<file path="src/rtl/aurora_gt_link_ctrl.sv">
// Routes a contiguous group of Aurora lanes onto a QSFP GT pin bundle and supervises link
// bring-up: pma_init/reset_pb sequencing, link-up timeout with retry, status and event counters.
module aurora_gt_link_ctrl #(
    parameter int NUM_QSFP_LANES  = 4,
    parameter int NUM_LANES       = 1,
    parameter int LANE_BASE       = 0,
    parameter int PMA_INIT_CYCLES = 128,
    parameter int RESET_PB_CYCLES = 64,
    parameter int CHUP_TIMEOUT    = 1 << 20,
    parameter int MAX_RETRIES     = 8,
    parameter int CNT_W           = 16
) (
    input  logic                      init_clk,
    input  logic                      rst,
    input  logic [NUM_QSFP_LANES-1:0] GT_SERIAL_RX_0_rxp,
    input  logic [NUM_QSFP_LANES-1:0] GT_SERIAL_RX_0_rxn,
    output logic [NUM_QSFP_LANES-1:0] GT_SERIAL_TX_0_txp,
    output logic [NUM_QSFP_LANES-1:0] GT_SERIAL_TX_0_txn,
    output logic [NUM_LANES-1:0]      AuroraGT_rxp,
    output logic [NUM_LANES-1:0]      AuroraGT_rxn,
    input  logic [NUM_LANES-1:0]      AuroraGT_txp,
    input  logic [NUM_LANES-1:0]      AuroraGT_txn,
    input  logic                      enable,
    input  logic                      channel_up,
    input  logic [NUM_LANES-1:0]      lane_up,
    input  logic                      clear_cnt,
    output logic                      pma_init,
    output logic                      reset_pb,
    output logic                      link_ok,
    output logic                      link_failed,
    output logic [CNT_W-1:0]          retry_cnt,
    output logic [CNT_W-1:0]          down_cnt,
    output logic [2:0]                state
);
    localparam int MAX_PR = (PMA_INIT_CYCLES > RESET_PB_CYCLES) ? PMA_INIT_CYCLES : RESET_PB_CYCLES;
    localparam int MAX_T  = (CHUP_TIMEOUT > MAX_PR) ? CHUP_TIMEOUT : MAX_PR;
    localparam int TW     = (MAX_T > 1) ? $clog2(MAX_T) : 1;

    localparam logic [TW-1:0]    PMA_LAST    = TW'(PMA_INIT_CYCLES - 1);
    localparam logic [TW-1:0]    PB_LAST     = TW'(RESET_PB_CYCLES - 1);
    localparam logic [TW-1:0]    CHUP_LAST   = TW'(CHUP_TIMEOUT - 1);
    localparam logic [CNT_W-1:0] CNT_MAX     = {CNT_W{1'b1}};
    localparam logic [CNT_W-1:0] RETRY_LIMIT = CNT_W'(MAX_RETRIES);
    localparam bit               LIMIT_ON    = (MAX_RETRIES != 0);

    generate
        if (LANE_BASE + NUM_LANES > NUM_QSFP_LANES) begin : g_bad_lane_map
            $error("aurora_gt_link_ctrl: LANE_BASE+NUM_LANES exceeds NUM_QSFP_LANES");
        end
        if (!(NUM_LANES == 1 || NUM_LANES == 2 || NUM_LANES == 4)) begin : g_bad_num_lanes
            $error("aurora_gt_link_ctrl: NUM_LANES must be 1, 2 or 4");
        end
        if (PMA_INIT_CYCLES < 1 || RESET_PB_CYCLES < 1 || CHUP_TIMEOUT < 1) begin : g_bad_cycles
            $error("aurora_gt_link_ctrl: cycle parameters must be at least 1");
        end
    endgenerate

    typedef enum logic [2:0] {
        ST_IDLE    = 3'd0,
        ST_PMA_RST = 3'd1,
        ST_PB_RST  = 3'd2,
        ST_WAIT_UP = 3'd3,
        ST_UP      = 3'd4,
        ST_FAIL    = 3'd5
    } state_e;

    function automatic logic [CNT_W-1:0] sat_inc(input logic [CNT_W-1:0] v);
        return (v == CNT_MAX) ? v : v + CNT_W'(1'b1);
    endfunction

    state_e             state_q, state_d;
    logic [TW-1:0]      timer_q, timer_d;
    logic [CNT_W-1:0]   retry_cnt_q, retry_cnt_d;
    logic [CNT_W-1:0]   down_cnt_q, down_cnt_d;
    logic               pma_init_q, pma_init_d;
    logic               reset_pb_q, reset_pb_d;
    logic               link_ok_q, link_ok_d;
    logic               link_failed_q, link_failed_d;
    logic [NUM_LANES:0] meta_q, meta_d, sync_q, sync_d;
    logic               up_s;
    logic               down_inc_s;
    logic               unused_rx_pins;

    // Lane routing is pure wiring; QSFP TX lanes outside the group idle low.
    always_comb begin
        GT_SERIAL_TX_0_txp = '0;
        GT_SERIAL_TX_0_txn = '0;
        GT_SERIAL_TX_0_txp[LANE_BASE +: NUM_LANES] = AuroraGT_txp;
        GT_SERIAL_TX_0_txn[LANE_BASE +: NUM_LANES] = AuroraGT_txn;
    end

    assign AuroraGT_rxp   = GT_SERIAL_RX_0_rxp[LANE_BASE +: NUM_LANES];
    assign AuroraGT_rxn   = GT_SERIAL_RX_0_rxn[LANE_BASE +: NUM_LANES];
    assign unused_rx_pins = ^{GT_SERIAL_RX_0_rxp, GT_SERIAL_RX_0_rxn};

    // Two-flop synchronisers for channel_up (MSB) and every lane_up bit.
    always_comb begin
        meta_d = {channel_up, lane_up};
        sync_d = meta_q;
    end

    assign up_s = &sync_q;

    // Next-state, timer and counter logic; outputs are decoded from the next state.
    always_comb begin
        state_d     = state_q;
        timer_d     = timer_q;
        retry_cnt_d = retry_cnt_q;
        down_inc_s  = 1'b0;
        if (!enable) begin
            state_d     = ST_IDLE;
            timer_d     = '0;
            retry_cnt_d = '0;
        end else begin
            case (state_q)
                ST_IDLE: begin
                    state_d = ST_PMA_RST;
                    timer_d = '0;
                end
                ST_PMA_RST: begin
                    if (timer_q == PMA_LAST) begin
                        state_d = ST_PB_RST;
                        timer_d = '0;
                    end else begin
                        timer_d = timer_q + TW'(1'b1);
                    end
                end
                ST_PB_RST: begin
                    if (timer_q == PB_LAST) begin
                        state_d = ST_WAIT_UP;
                        timer_d = '0;
                    end else begin
                        timer_d = timer_q + TW'(1'b1);
                    end
                end
                ST_WAIT_UP: begin
                    if (up_s) begin
                        state_d     = ST_UP;
                        timer_d     = '0;
                        retry_cnt_d = '0;
                    end else if (timer_q == CHUP_LAST) begin
                        timer_d     = '0;
                        retry_cnt_d = sat_inc(retry_cnt_q);
                        if (LIMIT_ON && (retry_cnt_d == RETRY_LIMIT)) begin
                            state_d = ST_FAIL;
                        end else begin
                            state_d = ST_PMA_RST;
                        end
                    end else begin
                        timer_d = timer_q + TW'(1'b1);
                    end
                end
                ST_UP: begin
                    if (!up_s) begin
                        state_d    = ST_PMA_RST;
                        timer_d    = '0;
                        down_inc_s = 1'b1;
                    end else begin
                        state_d = ST_UP;
                    end
                end
                ST_FAIL: begin
                    state_d = ST_FAIL;
                end
                default: begin
                    state_d = ST_IDLE;
                    timer_d = '0;
                end
            endcase
        end
        // A coincident clear beats the channel-down increment.
        down_cnt_d    = clear_cnt ? '0 : (down_inc_s ? sat_inc(down_cnt_q) : down_cnt_q);
        pma_init_d    = (state_d == ST_IDLE) || (state_d == ST_PMA_RST) || (state_d == ST_FAIL);
        reset_pb_d    = !((state_d == ST_WAIT_UP) || (state_d == ST_UP));
        link_ok_d     = (state_d == ST_UP);
        link_failed_d = (state_d == ST_FAIL);
    end

    // State, synchroniser and output registers with synchronous reset.
    always_ff @(posedge init_clk) begin
        if (rst) begin
            state_q       <= ST_IDLE;
            timer_q       <= '0;
            retry_cnt_q   <= '0;
            down_cnt_q    <= '0;
            pma_init_q    <= 1'b1;
            reset_pb_q    <= 1'b1;
            link_ok_q     <= 1'b0;
            link_failed_q <= 1'b0;
            meta_q        <= '0;
            sync_q        <= '0;
        end else begin
            state_q       <= state_d;
            timer_q       <= timer_d;
            retry_cnt_q   <= retry_cnt_d;
            down_cnt_q    <= down_cnt_d;
            pma_init_q    <= pma_init_d;
            reset_pb_q    <= reset_pb_d;
            link_ok_q     <= link_ok_d;
            link_failed_q <= link_failed_d;
            meta_q        <= meta_d;
            sync_q        <= sync_d;
        end
    end

    assign pma_init    = pma_init_q;
    assign reset_pb    = reset_pb_q;
    assign link_ok     = link_ok_q;
    assign link_failed = link_failed_q;
    assign retry_cnt   = retry_cnt_q;
    assign down_cnt    = down_cnt_q;
    assign state       = state_q;

endmodule

</file>
<file path="config.mk">
export PLATFORM = sky130hd
export DESIGN_NAME = aurora_gt_link_ctrl
export DESIGN_NICKNAME = d
export VERILOG_FILES = /design/src/rtl/aurora_gt_link_ctrl.sv
export SDC_FILE = /design/constraint.sdc
export NUM_CORES = 1
export LEC_CHECK = 0
export ABC_AREA = 1
export BUFFER_PORTS_ARGS = -buffer_cell sky130_fd_sc_hd__buf_2
export CAP_MARGIN = 0
export CORE_ASPECT_RATIO = 0.75
export CORE_MARGIN = 2
export CORE_UTILIZATION = 45
export DETAILED_ROUTE_END_ITERATION = 8
export GPL_TIMING_DRIVEN = 0
export PLACE_DENSITY = 0.75
export SLEW_MARGIN = 20
export SYNTH_ARGS = -nofsm -noshare
export SYNTH_HDL_FRONTEND = slang
export SYNTH_SLANG_ARGS = --single-unit
</file>
<file path="constraint.sdc">
create_clock -name init_clk -period 3.8 [get_ports init_clk]
set_input_delay 0.76 -clock init_clk [delete_from_list [all_inputs] [get_ports init_clk]]
set_output_delay 0.76 -clock init_clk [all_outputs]
set_load 0.01 [all_outputs]
</file>
== After elaboration in Yosys (flattened, before gate mapping) ==
Cells that the tools add are included.

* Output and inout bits: 49
* Logic and storage cells: 65
* Input bits: 16
* Register bits: 63

* Reductions and logical operators: 13
* $add $sub $neg: 3
* Eq/ne operators: 16
* Mux-type cells: 20
* Bitwise gates (word level): 3

{| class="wikitable"
|+ Operator list
! operator !! number
|-
| 20-bit 2-to-1 mux || 5
|-
| 20-bit case mux with 5 select lines || 1
|-
| 16-bit 2-to-1 mux || 3
|-
| 16-bit by 1-bit adder with 16-bit output (second input constant) || 2
|-
| 16-bit == test (second input constant) || 2
|-
| 3-bit 2-to-1 mux || 7
|-
| 20-bit by 1-bit adder with 20-bit output (second input constant) || 1
|-
| 20-bit == test (second input constant) || 1
|-
| 20-bit by 6-bit == test with 1-bit output (second input constant) || 1
|-
| 20-bit by 7-bit == test with 1-bit output (second input constant) || 1
|-
| 3-bit case mux with 6 select lines || 1
|-
| 16-bit by 4-bit == test with 1-bit output (second input constant) || 1
|-
| 3-bit == test (second input constant) || 4
|-
| 3-bit by 2-bit == test with 1-bit output (second input constant) || 3
|-
| 2-bit AND reduction || 4
|-
| 3-bit by 1-bit == test with 1-bit output (second input constant) || 2
|-
| 3-bit zero test || 2
|-
| 2-bit OR reduction || 2
|-
| 1-bit logical OR || 3
|-
| 1-bit 2-to-1 mux || 3
|-
| 1-bit NOT || 3
|-
| 2-bit != test (second input constant) || 1
|-
| 2-bit nonzero test || 1
|-
| 1-bit zero test || 1
|}

== Depth between registers and ports, before layout ==
Gate-level depths: netlist (run 1).

* Depth in word-level cells: 11
* Gate-level depth with buffers: 17

== Worst setup path before layout (run 1) ==
No wires, ideal clock.

* Kind: reg2reg
* From: register retry_cnt_q[0], in the netlist retry_cnt[0]
* To: register reset_pb_q, in the netlist reset_pb
* Stages on the path, launching flop included: 17
* Path buffers: 0
* Data arrival time: 1.761 ns
* Library setup time: 0.109 ns
* Setup slack: 1.930 ns
* Path through: dfxtp_1 > ha_1 > inv_1 > nor2_4 > nand2_4 > o21bai_2 > nand2_1 > nor2_1 > nand3_1 > nor2_1 > nand2_1 > nand2_1 > nand2_1 > nand2_2 > nand3_2 > nand2_1 > inv_1

* Longest elaborated chain between the ends: 11

{| class="wikitable"
|+ RTL lines
! what !! RTL line !! RTL
|-
| from (decl) || 73 || <nowiki>logic [CNT_W-1:0] retry_cnt_q, retry_cnt_d;</nowiki>
|-
| from (signal assigned) || 195 || <nowiki>retry_cnt_q <= retry_cnt_d;</nowiki>
|-
| 16-bit by 1-bit adder with 16-bit output / 16-bit == test (equally long branches) || 68 || <nowiki>return (v == CNT_MAX) ? v : v + CNT_W'(1'b1);</nowiki>
|-
| 16-bit 2-to-1 mux * || 68 ||
|-
| 16-bit by 4-bit == test with 1-bit output * || 144 || <nowiki>if (LIMIT_ON && (retry_cnt_d == RETRY_LIMIT)) begin</nowiki>
|-
| 3-bit 2-to-1 mux * || 144 ||
|-
| 3-bit 2-to-1 mux * || 141 || <nowiki>end else if (timer_q == CHUP_LAST) begin</nowiki>
|-
| 3-bit 2-to-1 mux * || 137 || <nowiki>if (up_s) begin</nowiki>
|-
| 3-bit case mux with 6 select lines * || 115 || <nowiki>case (state_q)</nowiki>
|-
| 3-bit 2-to-1 mux * || 110 || <nowiki>if (!enable) begin</nowiki>
|-
| 3-bit by 2-bit == test with 1-bit output / 3-bit == test (equally long branches) || 174 || <nowiki>reset_pb_d = !((state_d == ST_WAIT_UP) || (state_d == ST_UP));</nowiki>
|-
| 1-bit logical OR * || 174 ||
|-
| 1-bit zero test * || 174 ||
|-
| to (signal assigned) || 198 || <nowiki>reset_pb_q <= reset_pb_d;</nowiki>
|-
| to (decl) || 76 || <nowiki>logic reset_pb_q, reset_pb_d;</nowiki>
|}

Mark *: on every way between the ends. The rest lies on a longest branch, timed or not.
A chain may end at the register's enable or synchronous reset.

== Final worst setup path (run 1) ==
Ends and elaborated chain as after synthesis.

==> reports/summary.txt, run 1 <==
Vias per inst -> 5.08
RSZ-0062 raised after global routing -> no
Via count -> 3609
Tcrit/Tclk final -> 59.3%
Final Wtd Congestion -> 0.938
DRC viols -> 0
Routed length per instance -> 12.2 um
Pre-Repair DR Iteration Count -> 5
Clock tree from TritonCTS -> built
Top cells by area, synth -> dfxtp_1 35%, nand2_1 12%, inv_1 7.2%
Synth warn -> 0
Worst-path clk slew -> 0.07 ns
Run status -> complete, no violations
Max-Cap Viols -> 0
Root buffer cell -> clkbuf_8
Setup TNS -> 0 ns
Worst Skew -> 0.0106 ns
Clk Latency, worst-skew pair -> 0.35 ns
DP HPWL -> 6630 um
Clock period minus worst slack -> 2.25 ns
Post-route ant nets -> 0
Sw Share -> 21.6%
CP bufs+invs -> 1
H-tree levels -> 3
Total grt overflow -> 0
Count of different cell masters after synthesis -> 48
CP Class -> reg2reg
Die width -> 108 um
Maximum fanout along the worst path -> 6
Starting Density -> 46.1%
WL final -> 8650 um
Vias in the first global route -> 3183
Hold WS -> 0.408 ns
Final hold vios -> 0
Pwr/cell area -> 327 nW/um^2
Cts hold-fix bufs -> 0
NetSw -> 0.000299 W
Seq pwr share -> 47.9%
Largest net degree at the start of global routing -> 12
Synth Instances -> 536
PortBufs -> 48
Hold Path Cell Cnt -> 2
Final setup viols -> 0
TritonCTS Sinks -> 63
Worst slew pin tran -> 0.605 ns
Crit-path cells -> ha_1 -> nand3_2 -> nor2_1 -> nand3_1 -> nand2_1 -> nand3_1 -> nor2_1 -> nand2_1 -> nor2_1 -> nand2_1 -> nand2_1 -> nand2_1 -> nand2_2 -> nand3_2 -> nand2_1 -> inv_1
Setup ws final -> 1.55 ns
Io pins -> 65
Average size of a mapped cell -> 6.75 sq um
Clock buffer depth -> 2
Total CTS buffers -> 9
Worst path top cell family by delay -> simple AND/OR/NAND/NOR gates
Worst vdd ir -> 151 uV
Core area -> 7850 sq um
Total die area -> 8780 sq um
Hold Path Class -> reg2reg
Stages on worst setup path -> 16
Final Net Count -> 619
Startpoint class of the critical path -> flip-flop
Initial DRC count -> 227
Clock power share -> 48.9%
Postcts setup bufs -> 0
Worst Path Arrival -> 2.50 ns
Post-CTS resize count -> 0
Setup crit end kind -> flip-flop
Rows -> 28
Slew headroom -> 59.3%
Synth area leader -> dfxtp_1
Max Slew Vio Count -> 0
GRT Total Usage -> 20.8%
Int Pwr -> 0.00109 W
Synthesized cell area -> 3620 sq um
Antenna violations before repair -> 0
Pwr Total -> 0.00139 W
FF-to-FF path depth -> 16
Logic pwr share -> 3.2%
Peak Freq -> 0.444 GHz
Slowest stage delay, CP -> 0.42 ns
Die height -> 81.7 um
First-pass GRT wire length -> 14500 um
Layout area overhead -> 17.2%
Worst slack, placed -> 1.58 ns
Layout cells sized above 1 -> 19.8%
Worst path required time -> 4.04 ns
Worst path slowest cell -> dfxtp_1
Most used cell along the critical path -> nand2_1
Fraction of the yosys area taken by sequential cells -> 34.8%
#FFs+latches synth -> 63
Share of the synthesized area in the top cell type -> 34.8%
Ant diodes -> 0
Leakage -> 1.73 nW
-- worst paths after layout --
path | from | end | slack [ns]
setup reg to reg | retry_cnt[0] | reset_pb | 1.55
setup / recovery | retry_cnt[0] | reset_pb | 1.55
hold reg to reg | meta_q[1] | sync_q[1] | 0.41
hold / removal | meta_q[1] | sync_q[1] | 0.41
-- state kept, by name, indices dropped and copies added (netlist names) --
register,cells
down_cnt,16
link_failed,1
link_ok,1
meta_q,2
pma_init,1
reset_pb,1
retry_cnt,16
state,3
sync_q,2
timer_q,20
-- worst min-delay path: cells and delay by family, from the launching register on --
kind	cells	cell delay, ns
DFF	1	0.30
buffers and inverters	1	0.04
and+or+nand+nor	1	0.03
-- power by group through the flow --
stage	Clock, W	Combinational [W]	Sequential, W
floorplan	0	0.0000309	0.000680
global placement	0	0.0000435	0.000680
detailed placement	0	0.0000440	0.000680
CTS	0.000691	0.0000441	0.000665
global route	0.000723	0.0000504	0.000665
finish	0.000679	0.0000440	0.000665
-- through the flow --
stage	utilization (%)	instance area [sq um]	std cells
detailed placement	51.1	4010	694
global route	54.1	4240	710
finish	54.1	4240	710
global placement	51.1	4010	694
CTS	54.1	4240	710
floorplan	-	3640	541
-- placed cells by master (no fill, tap or decap), types with 8 or more instances in the layout --
cell	count
a21oi_1	38
inv_1	69
nand3_1	31
nand2_1	112
nor2_1	61
dfxtp_1	63
buf_2	51
nand2_2	8
clkbuf_8	12
o21ai_0	28
nor3_1	27
buf_4	12
-- cell usage after synthesis (all sizes together) --
master,count
and2,1
a31oi,3
nor3,28
nand3,35
clkbuf,5
nor2,75
nor3b,4
dfxtp,63
o21a,1
a211oi,2
o21bai,2
a21oi,38
o211a,1
o311ai,1
ha,3
xnor2,3
o21ai,30
or2,2
o31ai,2
and3,1
a22oi,1
nand2,121
xor2,7
o211ai,1
inv,74
buf,16
nor4,5
conb,1
clkinv,1
nand4,9
-- logic make-up (layout without fill, tap and decap cells) --
group           count (synthesis)  in the layout  share of synthesized area (%)
fa+ha+maj                       3              3                           1.04
compound gates                 82             82                           12.5
buf+inv                        96            160                           11.8
simple gates                  281            281                           37.3
flops                          63             63                           34.8
other cells                     1              6                          0.104
xor+xnor                       10             10                           2.42
-- final cells by class --
class	instances	area, sq um
fill	814	3600
multi-input combinational	382	1950
sequential	63	1260
inverter	75	282
timing repair buffer	48	240
clock buffer	12	155
buffer	21	145
tap	105	131
clock inverter	4	77.6
-- per-layer routing --
metal | vias to the layer above | global-route usage (%) | share of wire (%)
li1 | 1847 | - | -
met1 | 1654 | 28.3 | 49
met2 | 104 | 33.9 | 44
met3 | 4 | 5.48 | 6.5
met4 | 0 | 3.46 | 0.31
met5 | - | 0 | 0
No activity file was read; power rests on OpenSTA's default activity.
==> run 2, diff against run 1 <==
- ABC_AREA: 1 -> 0
- clock period: 3.8 -> 2.19 ns (I/O delays scaled with it)
==> run 2 against run 1 <==
Compared with the run above: first-iteration DRC count increased by 76%; critical endpoint is now state[2]; routed wire length is 11% higher; synthesized area decreased by 0.76%; largest power group is now registers.
==> reports/summary.txt, run 2 <==
Run status -> complete, no violations
Post-placement cell area -> 4000 sq um (-0.34%)
Tcrit/Tclk final -> 99.0% (+40 points)
CP bufs+invs -> 2 (+1)
Die width -> 107 um (-0.37%)
CP Class -> reg2reg
Stages on worst setup path -> 8 (-8)
Worst slew pin tran -> 0.650 ns (+0.0450 ns)
Slowest stage delay, CP -> 0.57 ns (+0.15 ns)
Design area -> 4500 sq um (+6.0%)
NetSw -> 0.000526 W (+76%)
Worst path slowest cell -> or4b_4
Hold WS -> 0.310 ns (-0.0975 ns)
Max Slew Vio Count -> 0 (unchanged)
Hold Path Cell Cnt -> 2 (unchanged)
Layout fillers -> 693 (-15%)
Share of the synthesized area in the top cell type -> 35.1% (+0.27 points)
Die height -> 81.4 um (-0.36%)
Final hold vios -> 0 (unchanged)
Worst Path Arrival -> 2.46 ns (-0.04 ns)
Crit-path cells -> buf_4 -> and4_1 -> and2_1 -> clkbuf_4 -> xnor2_1 -> a31oi_1 -> or4b_4 -> o21ai_2
Count of different cell masters after synthesis -> 64 (+33%)
Fraction of the yosys area taken by sequential cells -> 35.1% (+0.27 points)
PortBufs -> 48 (unchanged)
EDFF count, synth -> 0 (unchanged)
Synthesized cell area -> 3590 sq um (-0.76%)
Clock buffer depth -> 2 (unchanged)
Ant diodes -> 0 (unchanged)
Starting Density -> 46.0% (-0.15 points)
Synth area leader -> dfxtp_1
Total die area -> 8720 sq um (-0.73%)
Worst Skew -> 0.00897 ns (-0.00167 ns)
Startpoint class of the critical path -> flip-flop
Layout area overhead -> 25.2%
Top cells by area, synth -> dfxtp_1 35%, nor2_1 7.0%, xnor2_1 3.9%
Synth Instances -> 443 (-17%)
Logic pwr share -> 4.1% (+0.9 points)
Largest net degree at the start of global routing -> 12 (unchanged)
Io pins -> 65 (unchanged)
Clock period minus worst slack -> 2.17 ns (-0.0850 ns)
Worst path required time -> 2.48 ns (-1.56 ns)
Core area -> 7810 sq um (-0.45%)
Antenna violations before repair -> 0 (unchanged)
Slew headroom -> 56.6% (-2.6 points)
DP HPWL -> 6620 um (about the same)
Int Pwr -> 0.00162 W (+48%)
Vias per inst -> 5.73 (+13%)
Layout cells sized above 1 -> 28.9% (+9.1 points)
Leakage -> 1.79 nW (+3.9%)
Setup TNS -> 0 ns (unchanged)
Most common cell after layout, fill and taps aside -> nor2_1
Cts hold-fix bufs -> 0 (unchanged)
Via count -> 3613 (+0.11%)
Root buffer cell -> clkbuf_8
Sw Share -> 24.6% (+3.0 points)
Count leader, synth -> nor2_1
Max reg flops -> 20 (unchanged)
Vias in the first global route -> 3179 (-0.13%)
Worst path top cell family by delay -> simple AND/OR/NAND/NOR gates
TritonCTS Sinks -> 63 (unchanged)
Synth warn -> 0 (unchanged)
Total grt overflow -> 0 (unchanged)
H-tree levels -> 3 (unchanged)
WL final -> 9590 um (+11%)
Pwr/cell area -> 476 nW/um^2 (+46%)
Pre-Repair DR Iteration Count -> 5 (unchanged)
Hold Path Class -> in2reg
Clock power share -> 42.2% (-6.7 points)
Setup crit end kind -> flip-flop
Worst vdd ir -> 449 uV (+200%)
Reg with most FFs -> timer_q
Final Wtd Congestion -> 0.946 (+0.86%)
GRT Total Usage -> 22.2% (+1.4 points)
Routed length per instance -> 15.2 um (+25%)
Total CTS buffers -> 9 (unchanged)
Seq pwr share -> 53.6% (+5.7 points)
Clk Latency, worst-skew pair -> 0.35 ns (about the same)
Max-Cap Viols -> 0 (unchanged)
FF-to-FF path depth -> 8 (-8)
Post-synth top cells -> 67 x nor2_1, 63 x dfxtp_1, 27 x nand3_1
Worst-path clk slew -> 0.08 ns (about the same)
Initial DRC count -> 400 (+76%)
#FFs+latches synth -> 63 (unchanged)
Maximum fanout along the worst path -> 10 (+4)
Most frequent cells in the layout -> 67 x nor2_1, 53 x dfxtp_1, 52 x buf_2
Async SR Flop Fraction -> 0% (unchanged)
Clock tree from TritonCTS -> built
Prevailing post-synth register cell -> dfxtp_1
Peak Freq -> 0.461 GHz (+3.9%)
DRC viols -> 0 (unchanged)
Final setup viols -> 0 (unchanged)
Final Net Count -> 541 (-13%)
Rows -> 28 (unchanged)
RSZ-0062 raised after global routing -> yes
First-pass GRT wire length -> 15400 um (+6.2%)
Post-route ant nets -> 0 (unchanged)
Average size of a mapped cell -> 8.11 sq um (+20%)
## run 2: path summary, 6_finish.rpt
kind | slack [ns] | to | start
max reg2reg | 0.02 | state[2] | retry_cnt[2]
min | 0.31 | meta_q[1] | channel_up
max | 0.02 | state[2] | retry_cnt[2]
min reg2reg | 0.44 | sync_q[1] | meta_q[1]
## run 2: logic make-up after synthesis
| logic type | count (synthesis) | synth area share (%) |
|---|---|---|
| adders and majority gates | 3 | 1.05 |
| and+or+nand+nor | 214 | 32.7 |
| other | 1 | 0.104 |
| muxes | 3 | 0.836 |
| DFF | 63 | 35.1 |
| buffers and inverters | 42 | 6.62 |
| xor gates and xnor gates | 31 | 7.56 |
| AOI/OAI and AO/OA | 86 | 16.1 |
## run 2: layer usage
layer / vias up / share of wire, % / GRT usage, %
met4: 0 / 1.9 / 9.48
met5: - / 0 / 0
met3: 19 / 8.9 / 6.10
met2: 166 / 42 / 31.7
met1: 1691 / 47 / 31.3
li1: 1737 / - / -
## run 2: layout make-up
class	count	area [sq um]	area share, %
clock inverters	5	35.0	0.779
well taps	105	131	2.92
repair buffers	65	368	8.18
plain buffers	35	244	5.43
flip-flops and latches	63	1280	28.5
clock buffers	10	138	3.06
multi-input cells	343	2280	50.7
inverters	5	18.8	0.417
## run 2: timing repair
action,4_1_cts,5_1_grt
setup endpoints to repair,46,44
pin swaps,4,9
gates cloned,0,0
gates resized for setup,29,31
setup buffers,6,11
## run 2: metrics by stage
| step | utilization, % | power [W] | worst slack [ns] | std cells |
|---|---|---|---|---|
| after floorplan | - | 0.00123 | 0.0452 | 448 |
| after global placement | 51.2 | 0.00125 | -0.290 | 601 |
| after detailed placement | 51.2 | 0.00125 | -0.274 | 601 |
| after CTS | 55.6 | 0.00215 | 0.00168 | 622 |
| after global routing | 57.6 | 0.00222 | -0.0926 | 631 |
| final | 57.6 | 0.00214 | 0.0229 | 631 |
## run 2: power by group through the flow
stage | sequential [W] | combinational, W | clock (W)
2_1_floorplan | 0.00118 | 0.0000517 | 0
5_1_grt | 0.00115 | 0.0000963 | 0.000977
3_3_place_gp | 0.00118 | 0.0000732 | 0
3_5_place_dp | 0.00118 | 0.0000742 | 0
6_report | 0.00115 | 0.0000885 | 0.000905
4_1_cts | 0.00115 | 0.0000806 | 0.000922
